<file path="src/rtl/msdf_serializer_tx.sv">
// ---------------------------------------------------------------------------
// msdf_serializer_tx
//   Parallel-to-digit-serial transmitter for the radix-2 MSDF mbus. A
//   two's-complement fraction is taken through a valid/ready handshake and
//   emitted MSD-first, one signed digit per cycle, on the mbus write channel.
//   The MSB (weight -1) becomes digit 0 as -1/0. Every other bit becomes a
//   +1/0 digit, so the value is carried exactly with no recoding.
//
//   Optional build macro: MSDF_TX_FLUSH_EN. When it is defined, FLUSH_DIGITS
//   zero digits are appended to each frame and wlast moves onto the final
//   zero digit.
//
// Ports
//   i_clk, i_rstn          clock, asynchronous active-low reset
//   i_load_valid/_ready    load handshake (ready is combinational)
//   i_load_data            DIGIT_COUNT-bit two's-complement fraction
//   i_load_point           digit index that carries the point marker
//   o_mbus_wen/wvalid      frame enable / digit valid (registered)
//   o_mbus_wdata           encoded digit (ENCODING_MODE)
//   o_mbus_wpoint/wlast    point marker / final digit of frame
//   i_mbus_wstop           downstream stall
//   i_mbus_wclr            synchronous frame abort (beats stall and load)
// ---------------------------------------------------------------------------
module msdf_serializer_tx #(
  parameter string ENCODING_MODE = "signed-digit",
  parameter int    DIGIT_COUNT   = 16,
  parameter int    POINT_WIDTH   = 8,
  parameter int    FLUSH_DIGITS  = 3
) (
  input  logic                   i_clk,
  input  logic                   i_rstn,
  input  logic                   i_load_valid,
  output logic                   o_load_ready,
  input  logic [DIGIT_COUNT-1:0] i_load_data,
  input  logic [POINT_WIDTH-1:0] i_load_point,
  output logic                   o_mbus_wen,
  output logic [1:0]             o_mbus_wdata,
  output logic                   o_mbus_wpoint,
  output logic                   o_mbus_wvalid,
  output logic                   o_mbus_wlast,
  input  logic                   i_mbus_wstop,
  input  logic                   i_mbus_wclr
);

  localparam bit MODE_SD = (ENCODING_MODE == "signed-digit");
  localparam bit MODE_BS = (ENCODING_MODE == "borrow-save");
  // An unknown encoding keeps ready low, so the block never leaves IDLE and
  // every output stays at its reset value of 0.
  localparam bit MODE_OK = MODE_SD | MODE_BS;

`ifdef MSDF_TX_FLUSH_EN
  localparam int FLUSH_N = FLUSH_DIGITS;
  typedef enum logic [1:0] {S_IDLE, S_SEND, S_FLUSH} state_e;
`else
  localparam int FLUSH_N = 0;
  typedef enum logic [0:0] {S_IDLE, S_SEND} state_e;
`endif

  localparam int LAST_IDX = DIGIT_COUNT + FLUSH_N - 1;
  localparam int CW       = $clog2(DIGIT_COUNT + FLUSH_DIGITS + 1);

  function automatic logic [1:0] enc(input logic pos, input logic neg);
    if (pos) return MODE_SD ? 2'b10 : 2'b01;
    if (neg) return MODE_SD ? 2'b01 : 2'b11;
    return 2'b00;
  endfunction

  state_e                 state_q;
  logic [CW-1:0]          cnt_q;    // index of the digit currently on the bus
  logic [DIGIT_COUNT-1:0] sr_q;     // remaining data bits, next digit at MSB
  logic [POINT_WIDTH-1:0] point_q;
  logic                   wen_q, wpoint_q, wvalid_q, wlast_q;
  logic [1:0]             wdata_q;

  logic          accept;
  logic [CW-1:0] nxt_idx_d;
  logic          nxt_data_d, nxt_last_d, nxt_point_d;

  // Ready in IDLE, or on the final digit when the bus is moving. This lets the
  // next frame's digit 0 follow wlast directly.
  assign o_load_ready = MODE_OK & ~i_mbus_wclr &
                        ((state_q == S_IDLE) | (wlast_q & ~i_mbus_wstop));
  assign accept       = i_load_valid & o_load_ready;

  assign nxt_idx_d   = cnt_q + 1'b1;
  assign nxt_data_d  = 32'(nxt_idx_d) < DIGIT_COUNT;
  assign nxt_last_d  = 32'(nxt_idx_d) == LAST_IDX;
  // Flush digits never carry the point. This also keeps the marker off when
  // point >= DIGIT_COUNT.
  assign nxt_point_d = nxt_data_d & (32'(point_q) == 32'(nxt_idx_d));

  always_ff @(posedge i_clk or negedge i_rstn) begin
    if (!i_rstn) begin
      state_q  <= S_IDLE;
      cnt_q    <= '0;
      sr_q     <= '0;
      point_q  <= '0;
      wen_q    <= 1'b0;
      wdata_q  <= 2'b00;
      wpoint_q <= 1'b0;
      wvalid_q <= 1'b0;
      wlast_q  <= 1'b0;
    end else if (i_mbus_wclr) begin
      state_q  <= S_IDLE;
      cnt_q    <= '0;
      sr_q     <= '0;
      wen_q    <= 1'b0;
      wdata_q  <= 2'b00;
      wpoint_q <= 1'b0;
      wvalid_q <= 1'b0;
      wlast_q  <= 1'b0;
    end else if (accept) begin
      // Digit 0 goes out now. The shift register keeps the rest, MSB-aligned.
      state_q  <= S_SEND;
      cnt_q    <= '0;
      sr_q     <= {i_load_data[DIGIT_COUNT-2:0], 1'b0};
      point_q  <= i_load_point;
      wen_q    <= 1'b1;
      wvalid_q <= 1'b1;
      wdata_q  <= enc(1'b0, i_load_data[DIGIT_COUNT-1]);
      wpoint_q <= (i_load_point == '0);
      wlast_q  <= 1'b0;
    end else if (state_q != S_IDLE && !i_mbus_wstop) begin
      if (wlast_q) begin
        state_q  <= S_IDLE;
        cnt_q    <= '0;
        sr_q     <= '0;
        wen_q    <= 1'b0;
        wdata_q  <= 2'b00;
        wpoint_q <= 1'b0;
        wvalid_q <= 1'b0;
        wlast_q  <= 1'b0;
      end else begin
        cnt_q    <= nxt_idx_d;
        sr_q     <= sr_q << 1;
        wdata_q  <= enc(nxt_data_d & sr_q[DIGIT_COUNT-1], 1'b0);
        wpoint_q <= nxt_point_d;
        wlast_q  <= nxt_last_d;
`ifdef MSDF_TX_FLUSH_EN
        state_q  <= nxt_data_d ? S_SEND : S_FLUSH;
`else
        state_q  <= S_SEND;
`endif
      end
    end
  end

  assign o_mbus_wen    = wen_q;
  assign o_mbus_wdata  = wdata_q;
  assign o_mbus_wpoint = wpoint_q;
  assign o_mbus_wvalid = wvalid_q;
  assign o_mbus_wlast  = wlast_q;

endmodule

</file>
<file path="config.mk">
export PLATFORM = sky130hd
export DESIGN_NAME = msdf_serializer_tx
export DESIGN_NICKNAME = d
export VERILOG_FILES = /design/src/rtl/msdf_serializer_tx.sv
export SDC_FILE = /design/constraint.sdc
export NUM_CORES = 1
export LEC_CHECK = 0
export ABC_AREA = 0
export BUFFER_PORTS_ARGS = -buffer_cell sky130_fd_sc_hd__buf_4
export CORE_MARGIN = 10
export CORE_UTILIZATION = 30
export CTS_CLUSTER_SIZE = 40
export DETAILED_ROUTE_END_ITERATION = 16
export SETUP_SLACK_MARGIN = 0.2
export SLEW_MARGIN = 20
export SYNTH_ARGS = -nofsm -noshare
export SYNTH_HDL_FRONTEND = slang
export SYNTH_SLANG_ARGS = --single-unit
</file>
<file path="constraint.sdc">
create_clock -name i_clk -period 2 [get_ports i_clk]
set_input_delay 0.2 -clock i_clk [delete_from_list [all_inputs] [get_ports i_clk]]
set_output_delay 0.2 -clock i_clk [all_outputs]
set_load 0.02 [all_outputs]
</file>
==> results.md, run 1 <==
Timing:
- The number of pins with negative max-slew slack in the final report came to 0.
- Summed over all failing endpoints, the final setup total negative slack is 0 ns.
- The period utilization is 0.816.
- At the pin with the least slew margin, the transition time is 0.431 ns.
- Measured against its own limit, the worst slew margin works out to 0.712.
- Between clock sinks in the finished design, the worst skew comes to 0.00167 ns.
- The hold violation count in the final report was 0.
- The smallest clock period supported by the final layout is computed as 1.63 ns.
- Setup repair after global routing left no endpoint under its margin.
- Setup violations remaining at the end of the flow were counted as 0.
- Derived from the worst setup path, the maximum achievable clock frequency is 613 MHz.
- The tightest hold path in the finished design has a slack of approximately 0.13 ns.

Floorplanning:
- The core region is about 5100 um2.
- The number of placement rows is 26.
- The initial standard-cell utilization of the core is 0.309.
- The die width is ~93 um.
- The number of top-level design ports is 36.
- The die outline area is approximately 8600 um2.
- The overall die height is just over 90 um.

Setup path:
- The end of the worst register-to-register path is point_q[3].
- The most critical setup path has its startpoint at o_mbus_wlast.
- The most critical setup path has its endpoint at point_q[3].
- The critical path is of the reg2reg type.
- In this run the critical register-to-register path is launched from o_mbus_wlast.
- Traced cell by cell, the critical path runs through nand2b_4, a211oi_4, buf_4, mux2_2.
- On the worst path, the slowest cell contributes a delay of 0.50 ns.
- The data arrival time at the worst-slack endpoint is 1.80 ns.
- The kind of start point of the critical path is a register.
- Of all nets on the critical path, the largest fanout is 20.
- The largest individual stage delay along the critical path comes from the cell sky130_fd_sc_hd__dfrtp_1.
- The setup check on the worst reg-to-reg path leaves a slack of approximately 0.37 ns.
- For the worst flop-to-flop path, the logic depth is 4.
- The worst setup path is captured at a register.
- The required time reported for the critical path endpoint is 2.16 ns.

Power:
- The total power density per cell area is ~740 nW/um2.
- The leakage component of the power is 1.01 nW.
- Across the VDD grid, the largest voltage drop is approximately 0.58 mV.
- The post-route total power is ~0.0015 W.

Detailed routing:
- For this block, the routed nets add up to about 3500 um of wire.
- After detailed routing, the number of vias per cell comes to 4.77.
- The first detailed-routing pass took 5 iterations.
- In the final routed layout, each cell accounts on average for 14.4 um.
- The detail route stage leaves a number of antenna-violating nets equal to 0.
- The DRC violation total after the first TritonRoute iteration is ~90.
- For this run, design rule violations remaining after detail routing come to 0.
- The total via count in the routed design is ~1.2k.

Yosys:
- Ranked by instance count, the synthesized netlist is headed by 34 x sky130_fd_sc_hd__dfrtp_1, 16 x sky130_fd_sc_hd__inv_1, 14 x sky130_fd_sc_hd__a222oi_1.
- In this run the cell area of the synthesized design comes to roughly 1600 um2.
- The commonest register cell after synthesis is sky130_fd_sc_hd__dfrtp_1.
- The register bit count reported by yosys is 34.
- Of the post-synthesis cell area, the dominant cell type holds 0.535.
- The count of flip-flops with a built-in enable after synthesis is 0.
- The mean post-synth cell area is approximately 12 um2.
- The number of warnings issued by yosys is 0.
- The distinct cell type count of the synthesized netlist is 36.
- The sequential cell area fraction in the yosys report is 0.535.
- The most frequent cell after synthesis is sky130_fd_sc_hd__dfrtp_1.
- The share of flip-flops with an asynchronous set or reset after synthesis is 1.00.
- The number of standard cells after synthesis is around 130.
- The synthesized design spends more area on one cell type than any other, namely sky130_fd_sc_hd__dfrtp_1.
- By area the synthesized netlist is led by sky130_fd_sc_hd__dfrtp_1 54%, sky130_fd_sc_hd__a222oi_1 8.8%, sky130_fd_sc_hd__inv_1 3.8%.
- The net count after synthesis is roughly 160.

Global route:
- The overall global routing resource usage is 0.0882.
- The global-route wire length before repair is roughly 6300 um.
- Entering global routing, the biggest net connects 35 pins.
- The via count of the first global-routing pass is 1302.
- The initial antenna violation count was 0.
- The overall overflow remaining after global route is 0.

Clocking:
- The TritonCTS clock tree is done.
- The clock sink count is 34.
- Clock-pin slew was measured on the worst setup and hold paths at 0.07 ns.
- The number of buffers between clock root and the deepest sink is 2.
- Clock tree synthesis inserted a total of 5 buffers.
- The tree is rooted in a sky130_fd_sc_hd__clkbuf_8.
- The worst-skew pair later-pin latency is between 0.2 and 0.3 ns.
- Buffers added to address setup during post-CTS repair amount to 0.
- The deepest level of the CTS H-tree is 2.

Place:
- Once detailed placement completed, the half-perimeter wirelength came to ~2600 um.
- The cell total after placement is 234.
- Summing all placed instances gives a cell area of between 1500 and 2000 um2.
- The number of I/O port buffers is 35.
- The routability congestion estimate is 0.764.

Min path:
- The class of the tightest hold or removal check is in2reg.
- The worst hold path begins at i_load_data[12].

Layout:
- The final non-filler cell total is 243.
- The layout filler cell count is around 550.
- 0 antenna diodes ended up in the layout.
- The area added between synthesis and finish is 27.1%.
- Of the cells placed in the final design, the portion with a size suffix greater than 1 is 0.335.
- The final net count is around 200.
- The final cell area excluding filler cells is a little over 2000 um2.

Run status:
- The flow ran to the end, and the final reports show no timing, DRC or antenna violations.

Run:
- The tool flagged a number of max-cap violations equal to 0.
## state kept, by name, indices dropped and copies added (netlist names)
register,cells
state_q,1
o_mbus_wvalid,1
point_q,8
o_mbus_wdata,2
o_mbus_wpoint,1
o_mbus_wlast,1
sr_q,15
cnt_q,5
## cell usage in the layout, fill, tap and decap left out, types with 2 or more instances in the layout
cell / instances
sky130_fd_sc_hd__a21oi_1: 2
sky130_fd_sc_hd__a222oi_1: 14
sky130_fd_sc_hd__a22o_1: 3
sky130_fd_sc_hd__buf_4: 39
sky130_fd_sc_hd__clkbuf_8: 6
sky130_fd_sc_hd__dfrtp_1: 34
sky130_fd_sc_hd__ha_1: 2
sky130_fd_sc_hd__inv_1: 16
sky130_fd_sc_hd__mux2_2: 5
sky130_fd_sc_hd__mux2_4: 3
sky130_fd_sc_hd__nand2_1: 8
sky130_fd_sc_hd__nand3_1: 2
sky130_fd_sc_hd__nor2_1: 3
sky130_fd_sc_hd__nor4_1: 2
sky130_fd_sc_hd__o21ai_0: 4
sky130_fd_sc_hd__o21ai_1: 3
sky130_fd_sc_hd__xnor2_1: 4
sky130_fd_sc_hd__xor2_1: 4
## through the flow
| step | util | worst slack [ns] |
|---|---|---|
| finish | 0.393 | 0.367 |
| global route | 0.393 | 0.234 |
| CTS | 0.393 | 0.351 |
| detailed placement | 0.373 | 0.379 |
| global placement | 0.373 | 0.384 |
| floorplan | - | 0.357 |
## worst max-delay path: cells and delay by family, from the launching register on
kind,cells,cell delay [ns]
DFF,1,0.50
AOI/OAI and AO/OA,1,0.24
muxes,1,0.36
and+or+nand+nor,1,0.11
buffers and inverters,1,0.29
## metal layers
| metal | share of wire | global-route usage |
|---|---|---|
| met1 | 0.44 | 0.107 |
| met2 | 0.49 | 0.141 |
| met3 | 0.070 | 0.0412 |
| met4 | 0 | 0.0154 |
| met5 | 0 | 0 |
## area by class of cell
type                       count  area [um2]  share of cell area
sequential                    34         851               0.421
multi-input combinational     75         628               0.311
timing repair buffer          40         303               0.150
tap                           70        87.6              0.0433
clock buffer                   7        86.3              0.0427
inverter                      16        60.1              0.0297
clock inverter                 1        5.00             0.00248
## report_power, final
| group | switching [W] | leakage [nW] | internal [W] |
|---|---|---|---|
| clock network | 0.000234 | 0.0482 | 0.000277 |
| registers | 0.0000362 | 0.447 | 0.000742 |
| logic | 0.0000913 | 0.512 | 0.000119 |
| total | 0.000361 | 1.01 | 0.00114 |
## cell families (layout without fill, tap and decap cells)
family          Yosys count  in the layout  synth area share
fa+ha+maj                 2              2            0.0157
flops                    34             34             0.535
compound gates           32             32             0.172
mux                       9              9            0.0700
xor+xnor                  8              8            0.0441
buf+inv                  24             64            0.0700
simple gates             24             24            0.0936
## what timing repair did
action                                 CTS  global route
setup endpoints to repair                0             0
endpoints found under the hold margin   34             0
hold buffers                             1             0
resized for setup                        0             0
## worst min-delay path by stage
stage	endpoint	depth (start not counted)	slack, ns
6_report	sr_q[13]	3	0.13
3_5_place_dp	point_q[7]	1	0.17
3_3_place_gp	o_mbus_wdata[0]	1	0.18
2_1_floorplan	cnt_q[0]	0	-0.1
4_1_cts	sr_q[13]	3	0.12
5_1_grt	o_mbus_wdata[0]	2	0.13
(Power assumes the default switching activity.)
==> run 2: changes to the inputs <==
Clock period 2 ns to 1.4 ns, I/O delays scaled along.
==> results.md, run 2 (same netlist as run 1, synthesis figures left out) <==
Floorplanning:
- In this run the standard cell core region covers between 5000 and 6000 um2.
- The die is approximately 93 um wide.
- For this configuration, the core starts out at a cell density of 0.309.
- The floorplan step defined a die boundary enclosing 8610 um2.
- The initialized floorplan defines 26 standard-cell rows.
- In this run the vertical extent of the chip is roughly 93 um.
- 36 I/O pins were placed.

Run:
- The number of maximum-capacitance constraint violations is 0.

Place:
- In this run, placement finished with an instance count of 244.
- The placement-stage worst setup slack is -0.0295 ns.
- Routability-driven placement finished with a final weighted congestion of 0.717.
- In this run the cell area measured after placement is between 2000 and 2500 um2.
- The number of I/O port buffers is 35.
- The half-perimeter wire length after placement is approximately 2700 um.

Power:
- The post-route total power is ~0.0023 W.
- The leakage component of the power is roughly 1.2 nW.
- Power spread over the standard cell area amounts to between 900 and 1000 nW/um2.
- The worst-case IR drop observed on VDD is 0.542 mV.

Timing:
- The total of endpoints with negative setup slack in the final report is 0.
- The period utilization is 0.982.
- Setup repair after global routing could not meet its margin everywhere.
- At the pin with the least slew margin, the transition time is ~0.44 ns.
- The routed design could run at a clock period as short as between 1 and 1.5 ns.
- The final worst-path setup slack is roughly 0.025 ns.
- The worst slew slack as a fraction of its limit is 0.706.
- The setup clock skew after layout is 0.00303 ns.
- The number of pins with negative max-slew slack in the final report came to 0.
- The hold violation count in the final report is 0.
- The fmax is 727 MHz.

Detailed routing:
- The number of vias per cell after detailed routing is 4.86.
- The wire length per cell after detailed routing is around 15 um.
- After detailed routing, the number of remaining DRC violations is 0.
- Detailed routing inserted a total of between 1k and 1.5k vias.
- The DRC violation total after the first TritonRoute iteration is slightly below 100.
- The first-pass iteration count of the detailed router is 5.
- The count of nets left with antenna violations once routing finished came out at 0.
- Wires add up to 3970 um.

Layout:
- In the final layout, the share of cells above drive strength 1 is 0.505.
- At the end of the flow the core is filled with cells to 0.463.
- The final non-filler cell total is 262.
- The largest registers in the layout are sr_q: 15 flops, point_q: 8 flops, cnt_q: 5 flops.
- The library cell used most frequently in the layout, excluding fill and tap cells, is sky130_fd_sc_hd__buf_4.
- The number of antenna cells inserted is 0.
- In the layout the commonest cells are 47 x sky130_fd_sc_hd__buf_4, 30 x sky130_fd_sc_hd__dfrtp_1, 15 x sky130_fd_sc_hd__inv_1.
- The area added between synthesis and finish is 49.8%.
- For this run, the post-layout net count is between 200 and 250.
- The register with the most flip-flops in the final layout is sr_q.
- The flip-flop count of the largest register after layout is 15.
- The final cell area excluding filler cells is ~2400 um2.

Global route:
- The initial antenna violation count is 0.
- The via count of the first global-routing pass is 1342.
- The global-route wire length before repair is 6690 um.
- In the global route stage, overall resource usage came out at 0.0942.
- The pin count of the biggest net entering global routing is 35.
- After global routing the overflow that remains totals 0.

Setup path:
- The highest cell delay on the worst timing path is approximately 0.46 ns.
- STA classifies the critical path startpoint as a register.
- Traced cell by cell, the critical path runs through ha_4, buf_4, nand2b_1, o22ai_1, a32o_1.
- The required time reported for the critical path endpoint is between 1.5 and 2 ns.
- By startpoint and endpoint, the worst setup path is classified as reg2reg.
- The slowest stage of the critical path is the sky130_fd_sc_hd__dfrtp_2 cell.
- The data arrival time at the worst-slack endpoint is 1.59 ns.
- In this run the worst path has a maximum fanout of 4.
- The worst setup path is captured at a register.
- The number of buffer and inverter instances along the worst setup path is 1.
- Among cell families on the critical path, the largest total delay comes from flip-flops.

Run status:
- The run finished with clean final reports.

Clocking:
- The number of clock buffers inserted by TritonCTS is 5.
- The TritonCTS clock tree is done.
- The worst-skew pair later-pin latency is 0.28 ns.
- The clock drives 34 sinks.
- The clock root buffer is sky130_fd_sc_hd__clkbuf_8.
- The H-tree was split into 2 levels.
- After clock tree synthesis, the clock-pin slew on the worst setup and hold paths is roughly 0.07 ns.
- The clock passes through at most 2 buffers.

Min path:
- The worst hold path belongs to the class in2reg.
## run 2: cell count changes in the layout (fill, tap and decap cells not counted), moves of 2 or more
cell                      before  now
sky130_fd_sc_hd__mux2_2        5    0
sky130_fd_sc_hd__o21ai_2       0    2
sky130_fd_sc_hd__xor2_2        0    2
sky130_fd_sc_hd__dfrtp_2       0    4
sky130_fd_sc_hd__buf_4        39   47
sky130_fd_sc_hd__mux2_4        3    8
sky130_fd_sc_hd__ha_4          0    2
sky130_fd_sc_hd__xor2_1        4    2
sky130_fd_sc_hd__o21ai_0       4    2
sky130_fd_sc_hd__buf_12        0    3
sky130_fd_sc_hd__buf_6         0    7
sky130_fd_sc_hd__a21oi_4       0    2
sky130_fd_sc_hd__dfrtp_1      34   30
sky130_fd_sc_hd__ha_1          2    0
## run 2: metal layers
layer | GRT usage | share of wire | up-vias | wire [um]
met4 | 0.0154 | 0 | 0 | 0
met3 | 0.0404 | 0.070 | 0 | 279
met5 | 0 | 0 | - | 0
met1 | 0.127 | 0.48 | 629 | 1920
met2 | 0.138 | 0.45 | 40 | 1770
li1 | - | - | 605 | -
## run 2: metrics by stage
step	TNS [ns]	hold slack [ns]
floorplan	-0.331	-0.156
global placement	-0.0504	0.117
detailed placement	-0.0490	0.118
CTS	0	0.0629
global route	-0.439	0.0521
finish	0	0.0712
## run 2: power breakdown
group	total, W	leakage (nW)	internal, W	switching, W
logic	0.000398	0.667	0.000240	0.000158
clock network	0.000747	0.0482	0.000397	0.000351
registers	0.00112	0.441	0.00106	0.0000566
## run 2: repair_timing
action,CTS,global route
endpoints found under the hold margin,34,0
endpoints found under the setup margin,33,34
buffers inserted,5,3
gates resized for setup,11,21
pin swaps,9,2
gates cloned,1,0
hold buffers,1,0
## run 2: cell type report
class	count	area [um2]
Multi-Input combinational cell	75	753
Timing Repair Buffer	59	534
Tap cell	70	87.6
Sequential cell	34	856
Clock buffer	7	86.3
Inverter	16	60.1
Fill cell	505	2760
Clock inverter	1	5.00
## run 2: path summary, 6_finish.rpt
| path | startpoint | to | slack, ns | depth (start not counted) |
|---|---|---|---|---|
| max reg2reg | cnt_q[1] | o_mbus_wlast | 0.02 | 5 |
| min | i_load_data[5] | sr_q[6] | 0.07 | 3 |
| min reg2reg | sr_q[15] | o_mbus_wdata[1] | 0.51 | 1 |
| max in group asynchronous | i_rstn | state_q | 0.72 | 2 |
| min in group asynchronous | i_rstn | point_q[5] | 0.34 | 2 |
| max | cnt_q[1] | o_mbus_wlast | 0.02 | 5 |
## run 2: worst min-delay path, delay by kind of cell
| kind | cells | cell delay (ns) |
|---|---|---|
| AOI/OAI and AO/OA | 1 | 0.05 |
| buffers and inverters | 2 | 0.13 |
==> run 3: changes to the inputs <==
Settings changed: CORE_MARGIN 10 to not set, RECOVER_POWER set to 25.
==> results.md, run 3 (same netlist as run 1, synthesis figures left out) <==
Setup path:
- The data arrival time at the worst-slack endpoint is 1.59 ns.
- Walking the worst path, the cells encountered are a211oi_4, buf_12, mux2_4.
- The highest cell delay on the worst timing path is 0.48 ns.
- The setup check on the worst reg-to-reg path leaves a slack of -0.04 ns.
- The slowest stage of the critical path belongs to the cell sky130_fd_sc_hd__dfrtp_2.
- The end of the worst register-to-register path is point_q[4].
- In this run the critical register-to-register path is launched from state_q.
- The endpoint kind of the worst setup timing path is a register.
- The kind of start point of the critical path is a register.
- The critical path is of the reg2reg type.
- Along the worst path, the maximum fanout reaches 8.
- Data on the critical path is required at its endpoint by 1.56 ns.
- The worst reg-to-reg path cell count is 3.

Timing:
- The setup clock skew after layout is roughly 0.011 ns.
- The number of pins with negative max-slew slack in the final report is 0.
- The final worst-path setup slack is -0.0353 ns.
- Static timing analysis puts the maximum clock frequency at 697 MHz.
- The hold violation count in the final report was 0.
- The total of endpoints with negative setup slack in the final report is 8.
- For the pin with the worst max-slew slack, the measured transition is 0.884 ns.
- The minimum clock period after layout is 1.44 ns.
- Setup repair after global routing could not meet its margin everywhere.
- The worst slew slack as a fraction of its limit is 0.411.
- The period utilization is 1.03.

Layout:
- After filler insertion, the fill cell instance count of the layout stands at about 470.
- The final net count is 217.
- The ratio of cells with drive above 1 in the final layout is 0.481.
- The register with the most flip-flops in the layout has 15 of them.
- The area added between synthesis and finish is 45.4%.
- The number of antenna cells inserted is 0.
- The final non-filler cell total is about 260.
- The final cell area excluding filler cells is 2310 um2.
- The commonest non-fill, non-tap cell in the layout is sky130_fd_sc_hd__buf_4.
- Leaving out fill and tap cells, the most frequent cells in the layout are 42 x sky130_fd_sc_hd__buf_4, 30 x sky130_fd_sc_hd__dfrtp_1, 15 x sky130_fd_sc_hd__inv_1.
- The largest registers in the layout are sr_q: 15 flops, point_q: 8 flops, cnt_q: 5 flops.
- The register with the highest flop count is sr_q.

Power:
- Of the total power, the share spent switching nets is 0.237.
- The sequential fraction of design power is 0.469.
- The net switching power is 0.000563 W.
- The share of total power dissipated in combinational logic is 0.162.
- The maximum vdd drop is slightly above 0.6 mV.
- The share of total power dissipated in the clock network is 0.369.
- The leakage component of the power is 1.13 nW.
- In this run the power density over the cells is around 1000 nW/um2.
- Cell internal power was estimated by the tool at about 0.0018 W.

Clocking:
- The deepest level of the CTS H-tree is 2.
- TritonCTS built the clock tree.
- The clock root buffer is sky130_fd_sc_hd__clkbuf_8.
- The number of buffers between clock root and the deepest sink is 2.
- The tree built by TritonCTS fans out to 34 sinks.
- The worst-skew pair later-pin latency is between 0.2 and 0.3 ns.
- Clock-pin slew was measured on the worst setup and hold paths at roughly 0.070 ns.
- Buffers inserted during clock tree synthesis total 5.

Min path:
- The startpoint identified for the worst hold timing path is i_load_data[6].
- The class of the tightest hold or removal check is in2reg.
- The worst hold path cell count is 3.
- The end point of the worst hold path is sr_q[7].

Floorplanning:
- The number of top-level design ports is 36.
- The placeable core region is ~5100 um2.
- The die width is between 70 and 80 um.
- The initial standard-cell utilization of the core is 0.311.
- The overall die height is around 75 um.
- The initialized floorplan defines 26 standard-cell rows.
- The die outline area is 5600 um2.

Place:
- The placement-stage worst setup slack is -0.0924 ns.
- Detailed placement finished with a half-perimeter wire length of 2410 um.
- Once placement finished, the instance area stood at 2040 um2.
- The routability congestion estimate is 0.705.
- The cell total after placement is 244.
- The number of I/O port buffers is 35.

Detailed routing:
- The post-route DRC violation count is 0.
- The final layout contains routed wiring with a total length of 3520 um.
- The remaining antenna violation count after routing is 0.
- The wire length per cell after detailed routing is 13.7 um.
- The DRC violation total after the first TritonRoute iteration is between 100 and 150.
- The first-pass iteration count of the detailed router is 7.
- The final route contains between 1k and 1.5k vias.
- Using the TritonRoute via totals, the vias-per-cell ratio works out to 4.73.

Global route:
- The initial antenna violation count is 0.
- Entering global routing, the biggest net connects 35 pins.
- The global-route wire length before repair is about 6000 um.
- The overall global routing resource usage is 0.141.
- After global routing the overflow that remains totals 0.
- The via count of the first global-routing pass is about 1.2k.

Run status:
- The flow ran to the end, but the final reports show violations.
- The final reports fail on setup timing.

Run:
- Max-cap violations in this run came to 0.
run 3: worst max-delay path by stage:
| stage | start | to | slack, ns | depth (start not counted) |
|---|---|---|---|---|
| after floorplan | o_mbus_wlast | point_q[4] | -0.11 | 4 |
| after global routing | state_q | sr_q[12] | -0.09 | 5 |
| after detailed placement | state_q | sr_q[12] | -0.09 | 5 |
| after CTS | o_mbus_wlast | point_q[4] | -0.03 | 4 |
| final | state_q | point_q[4] | -0.04 | 3 |
| after global placement | cnt_q[1] | o_mbus_wlast | -0.04 | 5 |
run 3: layer usage:
metal,wire (um),global-route usage
met1,1690,0.192
met2,1610,0.213
met4,20,0.0461
met5,0,0
met3,197,0.0482
run 3: cell type report:
cell class / instances / area [um2] / area share
inverter: 16 / 60.1 / 0.0260
multi-input combinational: 75 / 726 / 0.314
clock inverter: 3 / 40.0 / 0.0173
sequential: 34 / 856 / 0.370
timing repair buffer: 54 / 474 / 0.205
clock buffer: 5 / 68.8 / 0.0298
tap: 70 / 87.6 / 0.0379
run 3: power groups by stage:
| stage | clock [W] | combinational, W | sequential (W) |
|---|---|---|---|
| finish | 0.000877 | 0.000385 | 0.00111 |
| global route | 0.000960 | 0.000417 | 0.00112 |
| CTS | 0.000898 | 0.000364 | 0.00111 |
| detailed placement | 0 | 0.000326 | 0.00113 |
| global placement | 0 | 0.000326 | 0.00113 |
| floorplan | 0 | 0.000193 | 0.00112 |
run 3: critical path: cells and delay by family, from the launching register on:
kind | cells | cell delay, ns
buffers and inverters | 1 | 0.18
DFF | 1 | 0.48
AOI/OAI and AO/OA | 1 | 0.34
muxes | 1 | 0.30
run 3: timing repair:
action / 4_1_cts / 5_1_grt
gates cloned: 0 / 1
setup buffers: 2 / 1
hold buffers: 1 / 0
gates resized for setup: 18 / 11
endpoints found under the setup margin: 33 / 34
hold endpoints to repair: 34 / 0
pin swaps: 16 / 6
run 3: through the flow:
step / hold slack [ns] / TNS [ns] / power (W) / utilization
final: 0.0667 / -0.153 / 0.00238 / 0.453
after CTS: 0.0626 / -0.163 / 0.00237 / 0.439
after global placement: 0.124 / -0.296 / 0.00145 / 0.399
after global routing: 0.0524 / -0.944 / 0.00250 / 0.453
after floorplan: -0.156 / -0.331 / 0.00131 / -
after detailed placement: 0.123 / -0.815 / 0.00146 / 0.399
